`config.mk`:
```
export PLATFORM = sky130hd
export DESIGN_NAME = color_sequencer
export DESIGN_NICKNAME = d
export VERILOG_FILES = /design/src/rtl/vga_color_pkg.sv /design/src/rtl/btn_sync_edge.sv /design/src/rtl/color_sequencer.sv
export SDC_FILE = /design/constraint.sdc
export NUM_CORES = 1
export LEC_CHECK = 0
export BUFFER_PORTS_ARGS = -buffer_cell sky130_fd_sc_hd__buf_2
export CORE_ASPECT_RATIO = 1.2
export CORE_MARGIN = 2
export CORE_UTILIZATION = 53
export DETAILED_ROUTE_END_ITERATION = 16
export PLACE_DENSITY = 0.84
export SYNTH_ARGS = -nofsm -noshare
export SYNTH_HDL_FRONTEND = slang
export SYNTH_SLANG_ARGS = --single-unit
```
`constraint.sdc`:
```
create_clock -name clk -period 5.1 [get_ports clk]
set_input_delay 0.51 -clock clk [delete_from_list [all_inputs] [get_ports clk]]
set_output_delay 0.51 -clock clk [all_outputs]
set_load 0.01 [all_outputs]
```
`src/rtl/vga_color_pkg.sv`:
```
// Purpose: shared types and palette for the VGA colour sequencer path.
// Latency: n/a (types and constants only).
// Backpressure: n/a.
package vga_color_pkg;

    localparam int MAX_COLORS = 8;

    typedef enum logic [1:0] {S_MANUAL, S_HOLD, S_AUTO} seq_state_t;

    // Packed as {red[7:0], green[7:0], blue[7:0]}.
    typedef logic [23:0] rgb24_t;

    localparam rgb24_t PALETTE [MAX_COLORS] = '{
        24'h000000,   // black
        24'hFF0000,   // red
        24'h00FF00,   // green
        24'h0000FF,   // blue
        24'hFFFFFF,   // white
        24'hFFFF00,   // yellow
        24'h00FFFF,   // cyan
        24'hFF00FF    // magenta
    };

endpackage

```
`src/rtl/btn_sync_edge.sv`:
```
// Purpose: 2-FF synchroniser plus registered rising-edge detector for a raw button level.
// Latency: pulse is high for one cycle following the 3rd clk edge after btn rises.
// Backpressure: none; a level held high yields exactly one pulse.
//
// Ports: clk, reset (async active-low), btn (raw asynchronous level), pulse (one-cycle).
module btn_sync_edge (
    input  logic clk,
    input  logic reset,
    input  logic btn,
    output logic pulse
);

    logic sync_q1;
    logic sync_q2;
    logic sync_q3;   // previous synchronised level, for edge detection

    always_ff @(posedge clk or negedge reset) begin
        if (!reset) begin
            sync_q1 <= 1'b0;
            sync_q2 <= 1'b0;
            sync_q3 <= 1'b0;
            pulse   <= 1'b0;
        end else begin
            sync_q1 <= btn;
            sync_q2 <= sync_q1;
            sync_q3 <= sync_q2;
            pulse   <= sync_q2 & ~sync_q3;
        end
    end

endmodule

```
`src/rtl/color_sequencer.sv`:
```
// Purpose: cycles a palette index (manual button step or auto every N frames) and drives registered RGB.
// Latency: index/RGB/wrapped update on the clk edge that samples the qualifying frame_start.
// Backpressure: none; requests during hold are discarded, extra presses within a frame collapse.
//
// Ports: clk, reset (async active-low), advance (raw button), frame_start (vblank pulse),
//        mode (0 manual / 1 auto), dir (0 fwd / 1 back), hold (freeze),
//        color_idx, red/green/blue (COLOR_W each), wrapped (one-cycle wrap pulse).
module color_sequencer
    import vga_color_pkg::*;
#(
    parameter int NUM_COLORS      = 5,
    parameter int COLOR_W         = 8,
    parameter int FRAMES_PER_STEP = 60
) (
    input  logic               clk,
    input  logic               reset,
    input  logic               advance,
    input  logic               frame_start,
    input  logic               mode,
    input  logic               dir,
    input  logic               hold,
    output logic [2:0]         color_idx,
    output logic [COLOR_W-1:0] red,
    output logic [COLOR_W-1:0] green,
    output logic [COLOR_W-1:0] blue,
    output logic               wrapped
);

    if (NUM_COLORS < 2 || NUM_COLORS > MAX_COLORS) begin : g_bad_num_colors
        $error("color_sequencer: NUM_COLORS must be in 2..8");
    end
    if (FRAMES_PER_STEP < 1) begin : g_bad_frames
        $error("color_sequencer: FRAMES_PER_STEP must be >= 1");
    end

    localparam int                CNT_W    = (FRAMES_PER_STEP > 1) ? $clog2(FRAMES_PER_STEP) : 1;
    localparam logic [2:0]        LAST_IDX = 3'(NUM_COLORS - 1);
    localparam logic [CNT_W-1:0]  CNT_LAST = CNT_W'(FRAMES_PER_STEP - 1);

    // Top COLOR_W bits of an 8-bit channel; wider outputs repeat the channel
    // bits so full scale stays full scale.
    function automatic logic [COLOR_W-1:0] scale_chan(input logic [7:0] c);
        logic [COLOR_W-1:0] r;
        r = '0;
        for (int i = 0; i < COLOR_W; i++) begin
            r[COLOR_W-1-i] = c[7-(i%8)];
        end
        return r;
    endfunction

    seq_state_t        state;
    seq_state_t        state_nxt;
    logic              adv_pulse;
    logic              pending;
    logic              pending_nxt;
    logic [CNT_W-1:0]  frame_cnt;
    logic [CNT_W-1:0]  frame_cnt_nxt;
    logic              step;
    logic [2:0]        idx_nxt;
    logic              wrap_nxt;
    rgb24_t            rgb_nxt;

    btn_sync_edge u_adv_sync (
        .clk   (clk),
        .reset (reset),
        .btn   (advance),
        .pulse (adv_pulse)
    );

    always_ff @(posedge clk or negedge reset) begin
        if (!reset) begin
            state <= S_MANUAL;
        end else begin
            state <= state_nxt;
        end
    end

    // hold outranks mode; the registered state governs behaviour next cycle.
    always_comb begin
        state_nxt = S_MANUAL;
        if (hold) begin
            state_nxt = S_HOLD;
        end else if (mode) begin
            state_nxt = S_AUTO;
        end
    end

    always_comb begin
        step          = 1'b0;
        pending_nxt   = pending;
        frame_cnt_nxt = frame_cnt;
        unique case (state)
            S_MANUAL: begin
                // A press landing on the frame_start cycle itself still counts.
                if (frame_start && (pending || adv_pulse)) begin
                    step        = 1'b1;
                    pending_nxt = 1'b0;
                end else if (adv_pulse) begin
                    pending_nxt = 1'b1;
                end
            end
            S_AUTO: begin
                pending_nxt = 1'b0;
                if (frame_start) begin
                    if (frame_cnt == CNT_LAST) begin
                        step          = 1'b1;
                        frame_cnt_nxt = '0;
                    end else begin
                        frame_cnt_nxt = frame_cnt + 1'b1;
                    end
                end
            end
            default: begin
                pending_nxt = 1'b0;
            end
        endcase
        // Auto mode always starts a fresh frame count and never inherits a press.
        if (state_nxt == S_AUTO && state != S_AUTO) begin
            frame_cnt_nxt = '0;
            pending_nxt   = 1'b0;
        end
    end

    always_comb begin
        idx_nxt  = color_idx;
        wrap_nxt = 1'b0;
        if (step) begin
            if (!dir) begin
                if (color_idx == LAST_IDX) begin
                    idx_nxt  = 3'd0;
                    wrap_nxt = 1'b1;
                end else begin
                    idx_nxt = color_idx + 3'd1;
                end
            end else begin
                if (color_idx == 3'd0) begin
                    idx_nxt  = LAST_IDX;
                    wrap_nxt = 1'b1;
                end else begin
                    idx_nxt = color_idx - 3'd1;
                end
            end
        end
        rgb_nxt = PALETTE[idx_nxt];
    end

    // RGB is looked up from the next index so it moves on the same edge as color_idx.
    always_ff @(posedge clk or negedge reset) begin
        if (!reset) begin
            pending   <= 1'b0;
            frame_cnt <= '0;
            color_idx <= 3'd0;
            wrapped   <= 1'b0;
            red       <= '0;
            green     <= '0;
            blue      <= '0;
        end else begin
            pending   <= pending_nxt;
            frame_cnt <= frame_cnt_nxt;
            color_idx <= idx_nxt;
            wrapped   <= wrap_nxt;
            red       <= scale_chan(rgb_nxt[23:16]);
            green     <= scale_chan(rgb_nxt[15:8]);
            blue      <= scale_chan(rgb_nxt[7:0]);
        end
    end

endmodule

```
# Word level (Yosys, flattened, before mapping)
# Memories as Yosys holds them, arrays and structs flattened. A register that Yosys moved wholly into a read port is not among the register bits.
# Index checks and enable logic that the tools add are counted.
dict set report classes {
  n_eq_ne 6
  n_reduce_logical 9
  add_sub_neg 3
  muxes 22
  bitwise 3
}
# operator n
set ops {}
lappend ops {{$mux 6} 4}
lappend ops {{$mux 3} 4}
lappend ops {{$mux 1} 11}
lappend ops {{$add 6x1->6 const B} 1}
lappend ops {{$eq 6x6->1 const B} 1}
lappend ops {{$eq 2x2->1 const B} 2}
lappend ops {{$mux 2} 2}
lappend ops {{$ne 4x3->1 const B} 1}
lappend ops {{$not 3->4} 1}
lappend ops {{$reduce_bool 2->1} 2}
lappend ops {{$add 3x1->3 const B} 1}
lappend ops {{$eq 3x3->1 const B} 1}
lappend ops {{$logic_not 3->1} 1}
lappend ops {{$sub 3x1->3 const B} 1}
lappend ops {{$logic_and 1x1->1} 2}
lappend ops {{$logic_not 2->1} 1}
lappend ops {{$ne 2x2->1 const B} 1}
lappend ops {{$pmux 1 s2} 1}
lappend ops {{$reduce_and 2->1} 1}
lappend ops {{$and 1x1->1} 1}
lappend ops {{$logic_not 1->1} 1}
lappend ops {{$logic_or 1x1->1} 1}
lappend ops {{$not 1->1} 1}
dict set report totals {
  mem_bits_ro 192
  output_inout_bits 28
  mem_count 1
  reg_bits 17
  wordCells 53
}
# name words word_bits rd rd_ports_with_merged_regs wr line
set memory_table {}
lappend memory_table {{(no name shown)} 8 24 1 1 0 color_sequencer.sv:144} ;# rgb_nxt = PALETTE[idx_nxt];

# Longest topological paths before layout
# Gate-level depths: netlist (run 1).
dict set report depth {
  word_depth 6
  mapped_depth 9
  mapped_depth_nobuf 9
}

# Cells and area by module
# Synthesis (run 1) repeated with hierarchy kept, for this count alone.
dict set report hier_totals {
  cells_unflattened 108
  hier_area_um2 1134.8
}
# mod area_each_um2 n_inst cells_per_inst seq_area_each_um2
set by_module_without_submodules {}
lappend by_module_without_submodules {color_sequencer 1021.0 1 103 400.4}
lappend by_module_without_submodules {btn_sync_edge 113.9 1 5 100.1}

# Least setup slack after synthesis (run 1)
# OpenSTA, ideal clock, no wires.
dict set report synth_path {
  path_type {register to register}
  from {register color_idx[0]}
  to {register red[6]}
  n_path_buf 0
  t_required_ps 5035
  t_arrival_ps 2070
  setup_ps 65
  stages_incl_launch_ff 8
  slack_ps 2964
  cell_sequence {dfrtp_1 inv_1 ha_1 ha_1 mux2_2 or3_2 o22ai_1 maj3_2}
}
dict set report synth_via {
  elab_chain_len 5
  word_cells_on_any_way 9
  classes_between {add/sub (2); eq/ne (1); mux (4); bitwise (1); reduce/logical (1)}
}
# item line
set synth_lines {}
lappend synth_lines {{from (decl)} color_sequencer.sv:22} ;# output logic [2:0] color_idx,
lappend synth_lines {{from (signal assigned)} color_sequencer.sv:160} ;# color_idx <= idx_nxt;
lappend synth_lines {{$add 3x1->3 (tied with other cells)} color_sequencer.sv:133} ;# idx_nxt = color_idx + 3'd1;
lappend synth_lines {{$mux 3, on equally long branches} {color_sequencer.sv:129, color_sequencer.sv:136}}
lappend synth_lines {{$mux 3} color_sequencer.sv:128} ;# if (!dir) begin
lappend synth_lines {{$mux 3 *} color_sequencer.sv:127} ;# if (step) begin
lappend synth_lines {{named net idx_nxt[0]} color_sequencer.sv:59} ;# logic [2:0] idx_nxt;
lappend synth_lines {{$not 3->4 (not written as such) *} color_sequencer.sv:144}
lappend synth_lines {{to (decl)} color_sequencer.sv:23} ;# output logic [COLOR_W-1:0] red,
# Mark *: on every way through the listed nets, which the timed path passes. The rest lies on a longest branch.
# A chain may end at the register's enable or synchronous reset.

# Worst setup path after layout (run 1)
# Same ends and word-level chain as after synthesis.

==> results.py, run 1 <==
metrics = {
    "status": {
        "status": "completed",
    },
    "detailed_routing": {
        "drt_iter0_markers": 9,
        "wl_per_cell_um": 12.9,
        "wl_um": 1830,
        "vias_per_cell": 5.49,
        "via_count": 779,
        "firstDrtPassIters": 4,
        "ant_nets": 0,
        "drc_errors": 0,
    },
    "power": {
        "p_per_area_nw_per_um2": 439,
        "p_leak_nw": 0.585,
        "ir_drop_mv": 0.233,
        "total_power_mw": 0.527,
    },
    "cts": {
        "h-tree-depth": 1,
        "cts_tree": "built",
        "cts-root-buf": "clkbuf_4",
        "cts.sinks": 20,
        "cts_resized": 0,
        "postCtsHoldBufs": 0,
        "clk_latency_ps": 300,
        "path_clk_slew_ps": 110,
        "clockBufferDepth": 2,
        "post_cts_buffers": 0,
        "numCtsBuffers": 3,
    },
    "yosys": {
        "yosysTopAreaCell": "dfrtp_1",
        "synth_seq_cells": 20,
        "synth_fp_nets": 117,
        "netlist_area_um2": 1120,
        "synth_ff_type": "dfrtp_1",
        "synth.yosys.seq_area_share": 0.445,
        "ys_types": 34,
        "avgSynthCellArea_um2": 10.7,
        "synthCells": 105,
        "yosys-top-cells-area": "dfrtp_1 (44%), buf_4 (14%), ha_1 (5.6%)",
        "synth-edff-count": 0,
        "synth_top_area_share": 0.445,
        "async_reset_ff_frac": 1.00,
        "yosys_warnings": 0,
    },
    "timing": {
        "fin_setup_tns_ps": 0,
        "tightest_slew_ps": 424,
        "clock_skew_ps": 7.87,
        "rsz0062_at_grt": "no",
        "fin_hold_ws_ps": 128,
        "hold_viol": 0,
        "period_share": 0.462,
        "max_freq_ghz": 0.424,
        "setup_viol": 0,
        "relSlewSlack": 0.710,
        "fin_crit_ps": 2360,
        "drv_slew": 0,
    },
    "floorplanning": {
        "start_util": 0.555,
        "ios": 35,
        "die_y_um": 54.5,
        "coreArea_um2": 2030,
        "rows": 18,
        "dieArea_um2": 2510,
        "die_w_um": 46.1,
    },
    "setup_path": {
        "crit_chain": "inv_1 -> ha_1 -> ha_1 -> mux2_2 -> or3_2 -> o22ai_1 -> maj3_2",
        "crit_path_end_kind": "register",
        "crit_path_max_fanout": 4,
        "cp_common_cell": "ha_1",
        "critPathBufInv": 1,
        "slowest_delay_ps": 430,
        "worst_path_max_delay_cell": "dfrtp_1",
        "cp_top_family": "adder cells",
        "startpoint_type": "register",
        "required_ps": 5350,
        "crit_type": "reg2reg",
        "crit_arrival_ps": 2600,
    },
    "final_layout": {
        "reg.largest.list": "frame_cnt x6, color_idx x3, state x2",
        "drive_above_1_share": 0.418,
        "postLayoutCoreUtil": 0.591,
        "fin_nets": 135,
        "largest_reg_flops": 6,
        "layoutNonFillerInstCount": 142,
        "antennaDiodeCount": 0,
        "multiInputGateArea_um2": 444,
        "fillers": 162,
        "top_register": "frame_cnt",
        "layout_common_cells": "buf_2 (34), dfrtp_1 (20), nor2_1 (7)",
        "seq_area_um2": 500,
        "syn_to_final_growth_pct": 6.56,
        "final_common_cell": "buf_2",
    },
    "placed_design": {
        "dp_cells": 138,
        "port-buffer-count": 34,
        "gp_congestion": 0.761,
        "dp_hpwl_um": 1440,
    },
    "global_route": {
        "grt_pass1_vias": 703,
        "antenna_found_initial": 0,
        "grt_max_degree": 21,
        "grt_pass1_wl_um": 2890,
        "grt.overflow.total": 0,
        "grt_usage": 0.168,
    },
    "hold_path": {
        "worstHoldPathType": "in2async",
    },
    "run": {
        "drv_cap": 0,
    },
}
-- logic make-up after synthesis --
logic type | Yosys count | share of synthesized area
buffers and inverters | 27 | 0.160
AO/OA/AOI/OAI | 12 | 0.0857
XOR/XNOR | 2 | 0.0156
flip-flops | 20 | 0.445
multiplexers | 5 | 0.0456
adder cells (fa/ha/maj) | 6 | 0.0656
AND/OR/NAND/NOR | 33 | 0.182
-- final timing paths --
path | startpoint | end | slack (ps) | depth (start not counted)
hold reg to reg | u_adv_sync.sync_q1 | u_adv_sync.sync_q2 | 360 | 0
min in group clk | advance | u_adv_sync.sync_q1 | 320 | 1
setup / recovery | color_idx[0] | red[6] | 2740 | 7
max in group asynchronous | reset | frame_cnt[1] | 4670 | 1
hold / removal | reset | color_idx[2] | 130 | 1
setup reg to reg | color_idx[0] | red[6] | 2740 | 7
-- worst register-to-register path, cell delays in order (launching register included) --
cell and delay (ps):
dfrtp_1 430, inv_1 90, ha_1 250, ha_1 230, mux2_2 280, or3_2 410, o22ai_1 350, maj3_2 270
-- report_power, final --
group          switching (mW)  internal, mW
Sequential             0.0275         0.181
Combinational           0.128         0.101
Clock                  0.0454        0.0435
-- cell usage after synthesis (all sizes together), types with 2 or more instances --
cell and number:
nor2b 3, o21ai 4, a21oi 3, nand2 5, nand3 2, or3 3
ha 5, dfrtp 20, nor2 7, mux2i 4, nor3 4, inv 6
nand3b 2, buf 21, and2 2
-- metal layers --
metal / global-route usage / part of all wire / vias to the layer above
met3: 0.0462 / 0.069 / 4
li1: - / - / 371
met2: 0.313 / 0.53 / 34
met4: 0.0762 / 0.013 / 0
met5: 0 / 0 / -
met1: 0.168 / 0.39 / 370
-- area by class of cell --
type,instances,share of cell area
Tap cell,20,0.0209
Inverter,6,0.0188
Clock buffer,4,0.0303
Multi-Input combinational cell,58,0.371
Sequential cell,20,0.418
Timing Repair Buffer,34,0.142
-- per-stage QoR --
step                instance area [um^2]  setup WS [ps]
finish                              1200           2740
global route                        1200           2630
CTS                                 1200           2750
detailed placement                  1160           2780
global placement                    1160           2840
floorplan                           1120           2960
(Power assumes the default switching activity.)
==> inputs of run 2 (changes only) <==
--- a/config.mk
+++ b/config.mk
@@ -5,12 +5,13 @@
 export SDC_FILE = /design/constraint.sdc
 export NUM_CORES = 1
 export LEC_CHECK = 0
+export ABC_AREA = 1
 export BUFFER_PORTS_ARGS = -buffer_cell sky130_fd_sc_hd__buf_2
 export CORE_ASPECT_RATIO = 1.2
 export CORE_MARGIN = 2
-export CORE_UTILIZATION = 53
+export CORE_UTILIZATION = 50
 export DETAILED_ROUTE_END_ITERATION = 16
-export PLACE_DENSITY = 0.84
+export PLACE_DENSITY = 0.8
 export SYNTH_ARGS = -nofsm -noshare
 export SYNTH_HDL_FRONTEND = slang
 export SYNTH_SLANG_ARGS = --single-unit
==> constraint.sdc (replaced) <==
create_clock -name clk -period 2.4 [get_ports clk]
set_input_delay 0.24 -clock clk [delete_from_list [all_inputs] [get_ports clk]]
set_output_delay 0.24 -clock clk [all_outputs]
set_load 0.01 [all_outputs]
==> results.py, run 2 <==
metrics = {
    "timing": {
        "rsz0062_at_grt": "no",
        "drv_slew": 0,
        "relSlewSlack": 0.720,
        "hold_viol": 0,
        "tightest_slew_ps": 420,
        "setup_ws_ps": 608,
        "max_freq_ghz": 0.558,
        "fin_setup_tns_ps": 0,
        "fin_crit_ps": 1790,
        "period_share": 0.747,
        "clock_skew_ps": 1.51,
        "setup_viol": 0,
    },
    "final_layout": {
        "fin_nets": 169,
        "final_common_cell": "buf_2",
        "seq_area_um2": 500,
        "postLayoutCoreUtil": 0.566,
        "antennaDiodeCount": 0,
        "layout_common_cells": "buf_2 (34), dfrtp_1 (20), nand2_1 (18)",
        "reg.largest.list": "frame_cnt x6, color_idx x3, state x2",
        "syn_to_final_growth_pct": 8.18,
        "largest_reg_flops": 6,
        "top_register": "frame_cnt",
        "multiInputGateArea_um2": 468,
        "fillers": 212,
        "drive_above_1_share": 0.359,
    },
    "global_route": {
        "grt_usage": 0.154,
        "antenna_found_initial": 0,
        "grt_max_degree": 21,
        "grt_pass1_vias": 873,
        "grt_pass1_wl_um": 3460,
        "grt.overflow.total": 0,
    },
    "power": {
        "p_leak_nw": 0.706,
        "total_power_mw": 1.30,
        "ir_drop_mv": 0.555,
        "p_per_area_nw_per_um2": 1010,
    },
    "yosys": {
        "synthCells": 138,
        "yosysTopAreaCell": "dfrtp_1",
        "synth.yosys.seq_area_share": 0.419,
        "synth_fp_nets": 150,
        "synth.most_common_cell": "buf_4",
        "synth_seq_cells": 20,
        "yosys_warnings": 0,
        "netlist_top_cells_count": "buf_4 (21), dfrtp_1 (20), nand2_1 (18), inv_1 (15), nor2_1 (14)",
        "async_reset_ff_frac": 1.00,
        "synth_top_area_share": 0.419,
        "ys_types": 24,
        "netlist_area_um2": 1190,
        "avgSynthCellArea_um2": 8.65,
        "yosys-top-cells-area": "dfrtp_1 (42%), buf_4 (13%), nand2_1 (5.7%)",
        "synth_ff_type": "dfrtp_1",
        "synth-edff-count": 0,
    },
    "setup_path": {
        "crit_path_end_kind": "register",
        "r2r_setup_slack_ps": 610,
        "required_ps": 2600,
        "startpoint_type": "register",
        "crit_arrival_ps": 1990,
        "crit_type": "reg2reg",
        "crit_path_max_fanout": 5,
    },
    "detailed_routing": {
        "drc_errors": 0,
        "wl_per_cell_um": 10.4,
        "ant_nets": 0,
        "drt_iter0_markers": 22,
        "firstDrtPassIters": 4,
        "vias_per_cell": 4.86,
        "via_count": 908,
        "wl_um": 1950,
    },
    "cts": {
        "clockBufferDepth": 2,
        "cts-root-buf": "clkbuf_4",
        "path_clk_slew_ps": 110,
        "postCtsHoldBufs": 1,
        "cts_resized": 0,
        "numCtsBuffers": 3,
        "cts.sinks": 20,
        "cts_tree": "built",
        "post_cts_buffers": 0,
        "h-tree-depth": 1,
        "clk_latency_ps": 300,
    },
    "floorplanning": {
        "rows": 19,
        "start_util": 0.523,
        "dieArea_um2": 2800,
        "die_w_um": 48.6,
        "ios": 35,
        "die_y_um": 57.5,
        "coreArea_um2": 2280,
    },
    "placed_design": {
        "port-buffer-count": 34,
        "dp_hpwl_um": 1550,
        "pre_cts_ws_ps": 640,
        "gp_congestion": 0.855,
    },
    "run": {
        "drv_cap": 0,
    },
    "status": {
        "status": "completed",
    },
    "hold_path": {
        "worstHoldPathType": "in2reg",
    },
}
[run 2: power breakdown]
group | total (mW) | switching [mW] | leakage [nW] | internal [mW]
Sequential | 0.468 | 0.0725 | 0.254 | 0.395
Clock | 0.193 | 0.100 | 0.0210 | 0.0925
Combinational | 0.643 | 0.379 | 0.431 | 0.264
[run 2: worst max-delay path, stage by stage (launching register included)]
cell     delay (ps)
dfrtp_1         430
inv_1            90
ha_1            250
ha_1            210
nor2_1          150
nor2_1           80
nor2_1          150
inv_1            70
nand2_1          70
nand2_1          60
nand2_2          70
o21ai_1          60
[run 2: cell type report]
| class | instances | share of cell area |
|---|---|---|
| inverter | 18 | 0.0523 |
| clock buffer | 4 | 0.0281 |
| multi-input combinational | 79 | 0.362 |
| sequential | 20 | 0.388 |
| timing repair buffer | 35 | 0.140 |
| tap | 31 | 0.0300 |
[run 2: cells by family after synthesis]
logic type / after synthesis / share of synthesized area
xor+xnor: 1 / 0.00734
simple gates: 60 / 0.266
flops: 20 / 0.419
fa+ha+maj: 5 / 0.0524
buf+inv: 39 / 0.189
compound gates: 13 / 0.0660
[run 2: path summary, 6_finish.rpt]
kind,from,cells after the start,endpoint
worst max-delay path,color_idx[0],11,green[7]
max in group asynchronous,reset,2,green[7]
worst max register to register,color_idx[0],11,green[7]
worst min register to register,u_adv_sync.sync_q1,0,u_adv_sync.sync_q2
min in group asynchronous,reset,2,frame_cnt[2]
worst min-delay path,advance,1,u_adv_sync.sync_q1
[run 2: through the flow]
| stage | hold slack (ps) | instances | cell area [um^2] |
|---|---|---|---|
| after floorplan | -55.6 | 138 | 1190 |
| after global placement | 197 | 182 | 1240 |
| after detailed placement | 202 | 182 | 1240 |
| after CTS | 33.1 | 187 | 1290 |
| after global routing | 23.7 | 187 | 1290 |
| final | 39.9 | 187 | 1290 |
[run 2: layer usage]
layer  vias to the layer above  routed length [um]  GRT usage  part of all wire
met1                       411                 797      0.176              0.41
li1                        447                   -          -                 -
met2                        48                 993      0.286              0.51
met5                         -                   0          0                 0
met3                         2                 143     0.0262             0.073
met4                         0                  14     0.0571            0.0072
